## src/rtl/debounce_hex_display.sv

```systemverilog
// -----------------------------------------------------------------------------
// debounce_hex_display
//
// Front-panel helper with two independent functions:
//   1. Debounces one active-low push-button. It emits a single-cycle `clicked`
//      pulse for each accepted press.
//   2. Decodes DIGITS hex nibbles into active-low 7-segment patterns.
//
// Parameters:
//   STABLE_CYCLES : number of consecutive clk cycles that a synchronized level
//                   must persist before it is accepted (>= 2)
//   DIGITS        : number of 7-segment digits decoded
//
// Ports:
//   clk      in   system clock, rising edge
//   rst      in   asynchronous, active-low reset
//   buttonin in   raw push-button, asynchronous to clk (0 = pressed)
//   clicked  out  registered one-cycle pulse per accepted press
//   hex_in   in   nibble i = hex_in[4i+3:4i]
//   seg_out  out  digit i = seg_out[7i+6:7i], bit 0 = a .. bit 6 = g, 0 = lit
// -----------------------------------------------------------------------------
module debounce_hex_display #(
  parameter int STABLE_CYCLES = 1000000,
  parameter int DIGITS        = 8
) (
  input  logic                  clk,
  input  logic                  rst,
  input  logic                  buttonin,
  output logic                  clicked,
  input  logic [4*DIGITS-1:0]   hex_in,
  output logic [7*DIGITS-1:0]   seg_out
);

  localparam int               CNT_W    = $clog2(STABLE_CYCLES) + 1;
  localparam logic [CNT_W-1:0] CNT_LAST = CNT_W'(STABLE_CYCLES - 1);

  logic             r_sync1;
  logic             r_sample;   // second synchronizer flop, the only debouncer input
  logic             r_state;    // debounced level, 1 = released
  logic             r_clicked;
  logic [CNT_W-1:0] r_count;

  logic             w_differs;
  logic             w_accept;

  // Two-flop synchronizer. Both flops reset to the released level, so that
  // leaving reset can never look like a press.
  // NOTE: sequential state uses non-blocking assignments, so every flop samples
  // the values from before the edge. This order makes the shift chain correct.
  always_ff @(posedge clk or negedge rst) begin
    if (!rst) begin
      r_sync1  <= 1'b1;
      r_sample <= 1'b1;
    end else begin
      r_sync1  <= buttonin;
      r_sample <= r_sync1;
    end
  end

  assign w_differs = (r_sample != r_state);
  // Accept on the edge that would otherwise push the count past its last value.
  // The counter therefore never wraps.
  assign w_accept  = w_differs && (r_count == CNT_LAST);

  always_ff @(posedge clk or negedge rst) begin
    if (!rst) begin
      r_state   <= 1'b1;
      r_count   <= '0;
      r_clicked <= 1'b0;
    end else begin
      // Pulse only on the released -> pressed flip.
      r_clicked <= w_accept && !r_sample;
      if (!w_differs) begin
        r_count <= '0;                 // any bounce back restarts the count
      end else if (w_accept) begin
        r_state <= r_sample;
        r_count <= '0;
      end else begin
        r_count <= r_count + 1'b1;
      end
    end
  end

  assign clicked = r_clicked;

  // Active-low decode. Bits are listed g..a.
  function automatic logic [6:0] hex_to_seg(input logic [3:0] nibble);
    logic [6:0] seg;
    // NOTE: a default is assigned before the case, so every path drives seg.
    // Combinational code written this way can never infer a latch.
    seg = 7'b1111111;
    case (nibble)
      4'h0: seg = 7'b1000000;
      4'h1: seg = 7'b1111001;
      4'h2: seg = 7'b0100100;
      4'h3: seg = 7'b0110000;
      4'h4: seg = 7'b0011001;
      4'h5: seg = 7'b0010010;
      4'h6: seg = 7'b0000010;
      4'h7: seg = 7'b1111000;
      4'h8: seg = 7'b0000000;
      4'h9: seg = 7'b0010000;
      4'hA: seg = 7'b0001000;
      4'hB: seg = 7'b0000011;
      4'hC: seg = 7'b1000110;
      4'hD: seg = 7'b0100001;
      4'hE: seg = 7'b0000110;
      4'hF: seg = 7'b0001110;
      default: seg = 7'b1111111;
    endcase
    return seg;
  endfunction

  for (genvar gi = 0; gi < DIGITS; gi++) begin : g_digit
    assign seg_out[7*gi +: 7] = hex_to_seg(hex_in[4*gi +: 4]);
  end

endmodule

```

## config.mk

```make
export PLATFORM = sky130hd
export DESIGN_NAME = debounce_hex_display
export DESIGN_NICKNAME = d
export VERILOG_FILES = /design/src/rtl/debounce_hex_display.sv
export SDC_FILE = /design/constraint.sdc
export NUM_CORES = 1
export LEC_CHECK = 0
export CORE_MARGIN = 8
export CORE_UTILIZATION = 30
export DETAILED_ROUTE_END_ITERATION = 8
export SKIP_LAST_GASP = 1
export SLEW_MARGIN = 20
export SYNTH_ARGS = -nofsm -noshare
export SYNTH_HDL_FRONTEND = slang
export SYNTH_SLANG_ARGS = --single-unit
```

## constraint.sdc

```tcl
create_clock -name clk -period 1.95 [get_ports clk]
set_input_delay 0.195 -clock clk [delete_from_list [all_inputs] [get_ports clk]]
set_output_delay 0.195 -clock clk [all_outputs]
set_load 0.05 [all_outputs]
```

# Word level (Yosys, flattened, before mapping)
# Memory sizes are Yosys's and may differ from the RTL's.
# Cells that the tools add are included.
dict set report classes {
  addsub 1
  eq_ne 2
  n_mux 2
  reduce_logical 4
}
# op n
set op_table {}
lappend op_table {{$mux 21} 2}
lappend op_table {{$add 21x1->21 const B} 1}
lappend op_table {{$eq 21x20->1 const B} 1}
lappend op_table {{$logic_and 1x1->1} 2}
lappend op_table {{$reduce_and 2->1} 1}
lappend op_table {{$logic_not 1->1} 1}
lappend op_table {{$ne 1x1->1} 1}
dict set report totals {
  register_bits 25
  rom_bits 896
  in_bits 35
  out_inout_bits 57
  wordCells 22
  n_memories 8
}
# memory depth width rd rd_ports_with_merged_regs write_ports line_no
set mem_list {}
lappend mem_list {{(no name shown)} 16 7 1 0 0 92} ;# case (nibble)
lappend mem_list {{(no name shown)} 16 7 1 0 0 92}
lappend mem_list {{(no name shown)} 16 7 1 0 0 92}
lappend mem_list {{(no name shown)} 16 7 1 0 0 92}
lappend mem_list {{(no name shown)} 16 7 1 0 0 92}
lappend mem_list {{(no name shown)} 16 7 1 0 0 92}
lappend mem_list {{2 more memories} - - - - - -}

# Depth between registers and ports, before layout
# Gate-level depths: netlist (run 1).
dict set report depth {
  depth_word 4
  ltp_mapped 6
  ltp_nobuf 5
}

# Least setup slack after synthesis (run 1)
# Ideal clock, no wire load.
dict set report synth_timing {
  kind {in2out}
  startpoint {in hex_in[25]}
  endpoint {out seg_out[42]}
  arrival_ps 1753
  t_required_ps 1755
  slack_ps 2
  path_stages 4
  n_path_buf 0
  path_cell_list {inv_1 > ha_1 > nor2b_1 > o31ai_1}
}
dict set report synth_between {
  elab_chain_len 1
}
# element line_no
set synth_lines {}
lappend synth_lines {{from (decl)} 30} ;# input logic [4*DIGITS-1:0] hex_in,
lappend synth_lines {{$mem_v2 16x7} -}
lappend synth_lines {{to (decl)} 31} ;# output logic [7*DIGITS-1:0] seg_out
# No other way between the ends.

# Worst setup path in the final report (run 1)
dict set report layout_timing {
  startpoint {in hex_in[24]}
  endpoint {out seg_out[45]}
}
# Same word-level chain as after synthesis.

==> run metrics, run 1 <==
status=completed; reg2reg setup slack=0.13 ns; Synthesized Nets=454; area grow syn2layout=65.7%; Die ar.=14200 um^2; Filler cells=952; Placed Area=5120 um^2; post-place setup slack=-0.153 ns; post-synth cell types=41; Final period util=98.4%; leakage dissipation=2.49 nW; CP startpoint=hex_in[24]; Mapped Area=3180 um^2; grt ovf=0; placed wire-length estimate=7300 um; min-delay worst type=in -> async; Reg2Reg Launch Point=r_count[7]; die height=119 um; reg2reg path depth=4; PD cells=428 nW/um^2; routed wire length per instance=13.5 um; Final Max Slew Viols=0; Crit-path slowest cell=clkdlybuf4s50_1; Worst setup EP type=output port; multi-input combinational cell area=2420 um^2; fin crit period=1.92 ns; first-pass GRT wire length=14900 um; Clock Latency Late Sink=0.28 ns; Avg Cell Area, Syn=8.61 um^2; RR Endpoint=r_count[19]; Initial DRC Count=158; Worst Path Required=1.75 ns; min setup slack post-route=0.0313 ns; Final Hold Fails=0; CTS sink count=25; Antenna Nets Post-Route=0; clock skew=0.00567 ns; WL final=8860 um; fmax=0.521 GHz; # IOs=92; total CTS buffers=3; worst-path maximum fanout=3; Setup TNS=0 ns; Synth warnings=0; Synth Register Bits=25; row count=37; Max Cap Viol=0; CP cell instances=clkdlybuf4s50_1 > inv_1 > ha_1 > inv_1 > mux4_2 > buf_6; crit path kind=in -> out; fraction of layout cells with a size suffix above 1=36.2%; peak supply drop=235 uV; First-pass DRT Iterations=4; vias per cell=4.81; async set or reset register ratio after synthesis=100%; Post-route DRC=0; port buffer count=91; Most used DFF post-synth=dfrtp_1; largest net degree at the start of global routing=26; vias in the first global route=3164; Seq/Total Area, Yosys=19.8%; Finish-stage setup viols=0; RSZ-0062 raised after global routing=true; CTS tree=yes; register area=631 um^2; core area=10300 um^2; cell count after synthesis=370; Die Wd=119 um; Startpoint Class=input port; vias=3165; Rel. slew slack=62.8%; hold slack=0.268 ns; ANT cells=0; # H-tree levels=1; Final nets=607; CTS clk-pin slew, worst paths=0.10 ns; Crit path top cell by count=inv_1; CTS Hold Buffers Added=0; Worst Tran Pin Value=0.556 ns; final instance area=5280 um^2; EDFF count, synth=0; CP peak stage delay=0.48 ns; crit path DAT=1.72 ns; Total GRT Usage=12.0%; Initial Utilization=30.8%; Max Buffers Root-to-Sink=2; initial antenna violation count=0; root buf cell=clkbuf_8; routability cong.=0.846
per-stage QoR:
step,instances,util [%],power (mW)
final,658,51.1,2.26
after global routing,658,51.1,2.38
after CTS,658,50.5,2.26
after detailed placement,654,49.6,1.92
after global placement,654,49.6,1.90
after floorplan,370,-,1.24
synthesized netlist by cell type, drive strengths merged (3+ instances only):
library cell / count / area share [%]
dfrtp: 22 / 17
or3b: 6 / 1.7
nor2: 44 / 5.2
ha: 49 / 19
a21oi: 15 / 2.6
inv: 29 / 3.4
mux2: 10 / 3.5
a22o: 12 / 3.3
xnor2: 10 / 2.8
nand2: 16 / 1.9
nand2b: 6 / 1.2
buf: 9 / 1.2
o31ai: 6 / 1.4
xor2: 6 / 1.7
mux4: 7 / 5.0
dfstp: 3 / 2.5
nor3: 7 / 1.1
nor2b: 10 / 2.0
mux2i: 25 / 7.9
o21ai: 18 / 2.8
clkbuf: 10 / 1.2
nand4: 10 / 2.4
nor4: 6 / 1.2
or3: 3 / 0.59
o22ai: 6 / 1.2
nand3: 8 / 1.3
a32o: 6 / 1.9
kinds of logic (layout without fill, tap and decap cells):
logic type      count (synthesis)  after routing  share of synthesized area [%]
simple gates                  125            125                           20.8
mux                            42             42                           16.3
fa+ha+maj                      49             49                           19.3
xor+xnor                       16             16                           4.40
buf+inv                        48            200                           5.81
compound gates                 65             65                           13.6
flops                          25             25                           19.8
power breakdown:
group | switching (mW) | internal, mW | leakage, nW
Sequential | 0.00905 | 0.527 | 0.335
Combinational | 0.741 | 0.653 | 2.14
Clock | 0.183 | 0.145 | 0.0217
Total | 0.934 | 1.33 | 2.49
routing by layer:
metal / share of wire (%) / GRT usage, % / wire length [um] / up-vias
li1: - / - / - / 1615
met5: 0 / 0 / 0 / -
met2: 51 / 22.7 / 4550 / 57
met1: 44 / 14.1 / 3940 / 1486
met3: 3.3 / 1.61 / 296 / 7
met4: 0.82 / 1.90 / 73 / 0
worst max-delay path by stage:
| stage | cells past startpoint | to | slack (ns) |
|---|---|---|---|
| floorplan | 4 | seg_out[42] | 0.002 |
| global placement | 6 | seg_out[24] | -0.09 |
| detailed placement | 6 | seg_out[3] | -0.15 |
| CTS | 6 | seg_out[17] | 0.002 |
| global route | 6 | seg_out[45] | -0.03 |
| finish | 6 | seg_out[45] | 0.03 |
cell usage in the layout, fill, tap and decap left out, types with 8 or more instances in the layout:
| cell type | count |
|---|---|
| nor2b_1 | 10 |
| inv_2 | 9 |
| xnor2_1 | 10 |
| dfrtp_1 | 21 |
| o21ai_0 | 12 |
| mux2i_1 | 25 |
| nand4_1 | 9 |
| inv_1 | 20 |
| nor2_1 | 44 |
| nand2_1 | 16 |
| ha_1 | 46 |
| a21oi_1 | 12 |
| buf_4 | 85 |
| nand3_1 | 8 |
| dlygate4sd2_1 | 8 |
| buf_12 | 39 |
| a22o_1 | 12 |
| mux2_2 | 10 |
| clkdlybuf4s50_1 | 21 |
state kept, by name (all words and copies together) (netlist names):
register and flops:
r_sync1 1, clicked 1, r_sample 1, r_state 1, r_count 21
worst max-delay path: cells and delay by family:
kind / cells / cell delay (ns)
fa+ha+maj: 1 / 0.30
buf+inv: 4 / 0.77
mux: 1 / 0.45
timing repair:
action	4_1_cts	5_1_grt
resized for setup	34	18
setup endpoints to repair	15	33
buffers inserted	0	0
cell type report:
cell class / instances / share of cell area (%)
clock buffer: 3 / 0.783
tap: 136 / 3.23
sequential: 25 / 12.0
clock inverter: 1 / 0.142
timing repair buffer: 167 / 35.9
multi-input combinational: 297 / 46.0
inverter: 29 / 2.06
Note: power is estimated with default switching activity, not from simulation.
==> inputs of run 2 (changes only) <==
--- a/config.mk
+++ b/config.mk
@@ -9,7 +9,6 @@
 export CORE_UTILIZATION = 30
 export DETAILED_ROUTE_END_ITERATION = 8
 export SKIP_LAST_GASP = 1
-export SLEW_MARGIN = 20
 export SYNTH_ARGS = -nofsm -noshare
 export SYNTH_HDL_FRONTEND = slang
 export SYNTH_SLANG_ARGS = --single-unit
==> results of run 2 <==
Same layout as run 1: the final DEF is identical, and so are final timing and power.
==> inputs of run 3 (changes only) <==
--- a/config.mk
+++ b/config.mk
@@ -5,6 +5,7 @@
 export SDC_FILE = /design/constraint.sdc
 export NUM_CORES = 1
 export LEC_CHECK = 0
+export ABC_AREA = 1
 export CORE_MARGIN = 8
 export CORE_UTILIZATION = 30
 export DETAILED_ROUTE_END_ITERATION = 8
==> run 3 against run 2 <==
  * Design area shrank 4.7%
  * Synthesized cell count increased by 36%
  * Count of clock-buffer cells in the layout stayed put
  * Synthesized area up 0.12%
  * Critical path depth is 1 higher
  * Register-to-register slack improved by 0.28 ns
  * Sequential power shrank 0.7%
  * Clock power fell by 4%
  * Sequential share of layout area rose by 0.56 points
  * Critical path type unchanged
  * Largest power group unchanged
==> run metrics, run 3 <==
mux contribution to synthesized area=0%; Flop pwr share=24.6%; grt ovf=0; RSZ-0062 raised after global routing=true; Worst setup EP type=output port; Pint=1.25 mW; cell count after synthesis=505; vias=3587; most common library cells after synthesis=131 x nand2_1, 70 x inv_1, 62 x nor2_1, 49 x ha_1, 38 x a21oi_1; post-synth cell types=33; max reg flops=21; vias per cell=4.77; most frequent cells in the layout=131 x nand2_1, 69 x inv_1, 62 x nor2_1, 55 x buf_12, 49 x ha_1; root buf cell=clkbuf_8; Clock Latency Late Sink=0.28 ns; Synth warnings=0; Final period util=95.7%; leakage dissipation=2.52 nW; Sw Ratio=42.2%; Max Cap Viol=0; total CTS buffers=3; Final Max Slew Viols=0; Rel. slew slack=63.6%; Startpoint Class=input port; Seq/Total Area, Yosys=19.7%; Layout Cells excl Fill=752; min-delay worst type=in -> async; Initial Utilization=30.9%; routed wire length per instance=12.2 um; Finish-stage setup viols=0; EDFF count, synth=0; Synth Area in Compound Gates=15.7%; share of the synthesized area in the top cell type=19.2%; CTS Hold Buffers Added=0; largest family of logic cells by synthesized area=simple AND/OR/NAND/NOR gates; # IOs=92; Comb power frac=60.7%; CTS sink count=25; reg2reg setup slack=0.41 ns; core area=10300 um^2; WL final=9160 um; Tot Pwr=2.16 mW; RR Endpoint=r_state; # H-tree levels=1; Final Hold Fails=0; Synth Register Bits=25; Worst Path Required=1.75 ns; async set or reset register ratio after synthesis=100%; top-count cell post-synth=nand2_1; largest net degree at the start of global routing=26; peak supply drop=161 uV; crit path kind=in -> out; routability cong.=0.888; Mapped Area=3190 um^2; CTS clk-pin slew, worst paths=0.10 ns; reg2reg path depth=8; Total GRT Usage=12.7%; Sw Pwr=0.910 mW; First-pass DRT Iterations=6; Die ar.=14200 um^2; fin crit period=1.87 ns; Reg2Reg Launch Point=r_count[0]; placed insts=748; commonest non-fill, non-tap cell in the layout=nand2_1; top cell type by total area after synthesis=ha_1; Die Wd=119 um; CTS tree=yes; PD cells=429 nW/um^2; vias in the first global route=3351; synth top area cells=ha_1 19%, dfrtp_1 17%, nand2_1 15%; post-layout util=48.7%; min setup slack post-route=0.0843 ns; post-place setup slack=0.0444 ns; Max Buffers Root-to-Sink=2; die height=119 um; Worst Tran Pin Value=0.545 ns; Most used DFF post-synth=dfrtp_1; row count=37; Synthesized Nets=589; Initial DRC Count=326; Antenna Nets Post-Route=0; worst-path maximum fanout=4; Synth Area in Adders=19.2%; clock skew=0.0104 ns; initial antenna violation count=0; Synth Area in XOR/XNOR=2.20%; Avg Cell Area, Syn=6.31 um^2; ANT cells=0; fraction of layout cells with a size suffix above 1=17.4%; first-pass GRT wire length=15700 um; Filler cells=1006; status=completed; Clk pwr share=14.7%; placed wire-length estimate=7740 um; simple-gate share of the synthesized area=32.6%; crit path DAT=1.67 ns; Post-route DRC=0; Final nets=701; most flop-heavy register=r_count; area grow syn2layout=57.7%; port buffer count=91; fmax=0.536 GHz
-- run 3: worst max path at each step --
stage	startpoint	endpoint
2_1_floorplan	hex_in[31]	seg_out[52]
5_1_grt	hex_in[24]	seg_out[45]
3_5_place_dp	hex_in[28]	seg_out[52]
4_1_cts	hex_in[28]	seg_out[52]
3_3_place_gp	hex_in[21]	seg_out[38]
6_report	hex_in[4]	seg_out[7]
-- run 3: timing repair --
action,4_1_cts,5_1_grt
setup endpoints to repair,0,7
setup buffers,0,0
resized for setup,0,11
-- run 3: kinds of logic after synthesis --
logic type      after synthesis
xor+xnor                      8
compound gates               89
buf+inv                      86
flops                        25
simple gates                248
fa+ha+maj                    49
-- run 3: power groups by stage --
stage	Sequential (mW)	Combinational [mW]	Clock, mW
2_1_floorplan	0.541	0.632	0
3_3_place_gp	0.542	1.30	0
3_5_place_dp	0.542	1.31	0
4_1_cts	0.532	1.31	0.326
5_1_grt	0.534	1.39	0.353
6_report	0.532	1.31	0.316
-- run 3: routing by layer --
| layer | GRT usage (%) | vias to the layer above | wire (um) |
|---|---|---|---|
| met1 | 15.9 | 1625 | 4210 |
| met2 | 22.3 | 112 | 4360 |
| met4 | 2.37 | 0 | 82 |
| li1 | - | 1841 | - |
| met3 | 2.17 | 9 | 505 |
| met5 | 0 | - | 0 |
-- run 3: critical path, cell delays in order --
cell,delay (ns)
clkdlybuf4s50_1,0.45
inv_1,0.15
buf_4,0.15
ha_1,0.14
nand2_1,0.07
a32oi_1,0.32
buf_12,0.18
-- run 3: stage by stage --
| step | area [um^2] | hold slack (ns) | setup TNS [ns] |
|---|---|---|---|
| finish | 5030 | 0.273 | 0 |
| global placement | 4960 | 0.348 | 0 |
| CTS | 5010 | 0.287 | 0 |
| floorplan | 3190 | -0.101 | 0 |
| detailed placement | 4960 | 0.348 | 0 |
| global route | 5030 | 0.304 | -0.0442 |
-- run 3: area by class of cell --
cell class	instances	area (um^2)	share of cell area, %
Clock inverter	1	5.00	0.0995
Sequential cell	25	629	12.5
Tap cell	136	170	3.38
Timing Repair Buffer	117	1660	33.0
Multi-Input combinational cell	394	2240	44.5
Clock buffer	3	41.3	0.821
Inverter	76	285	5.67
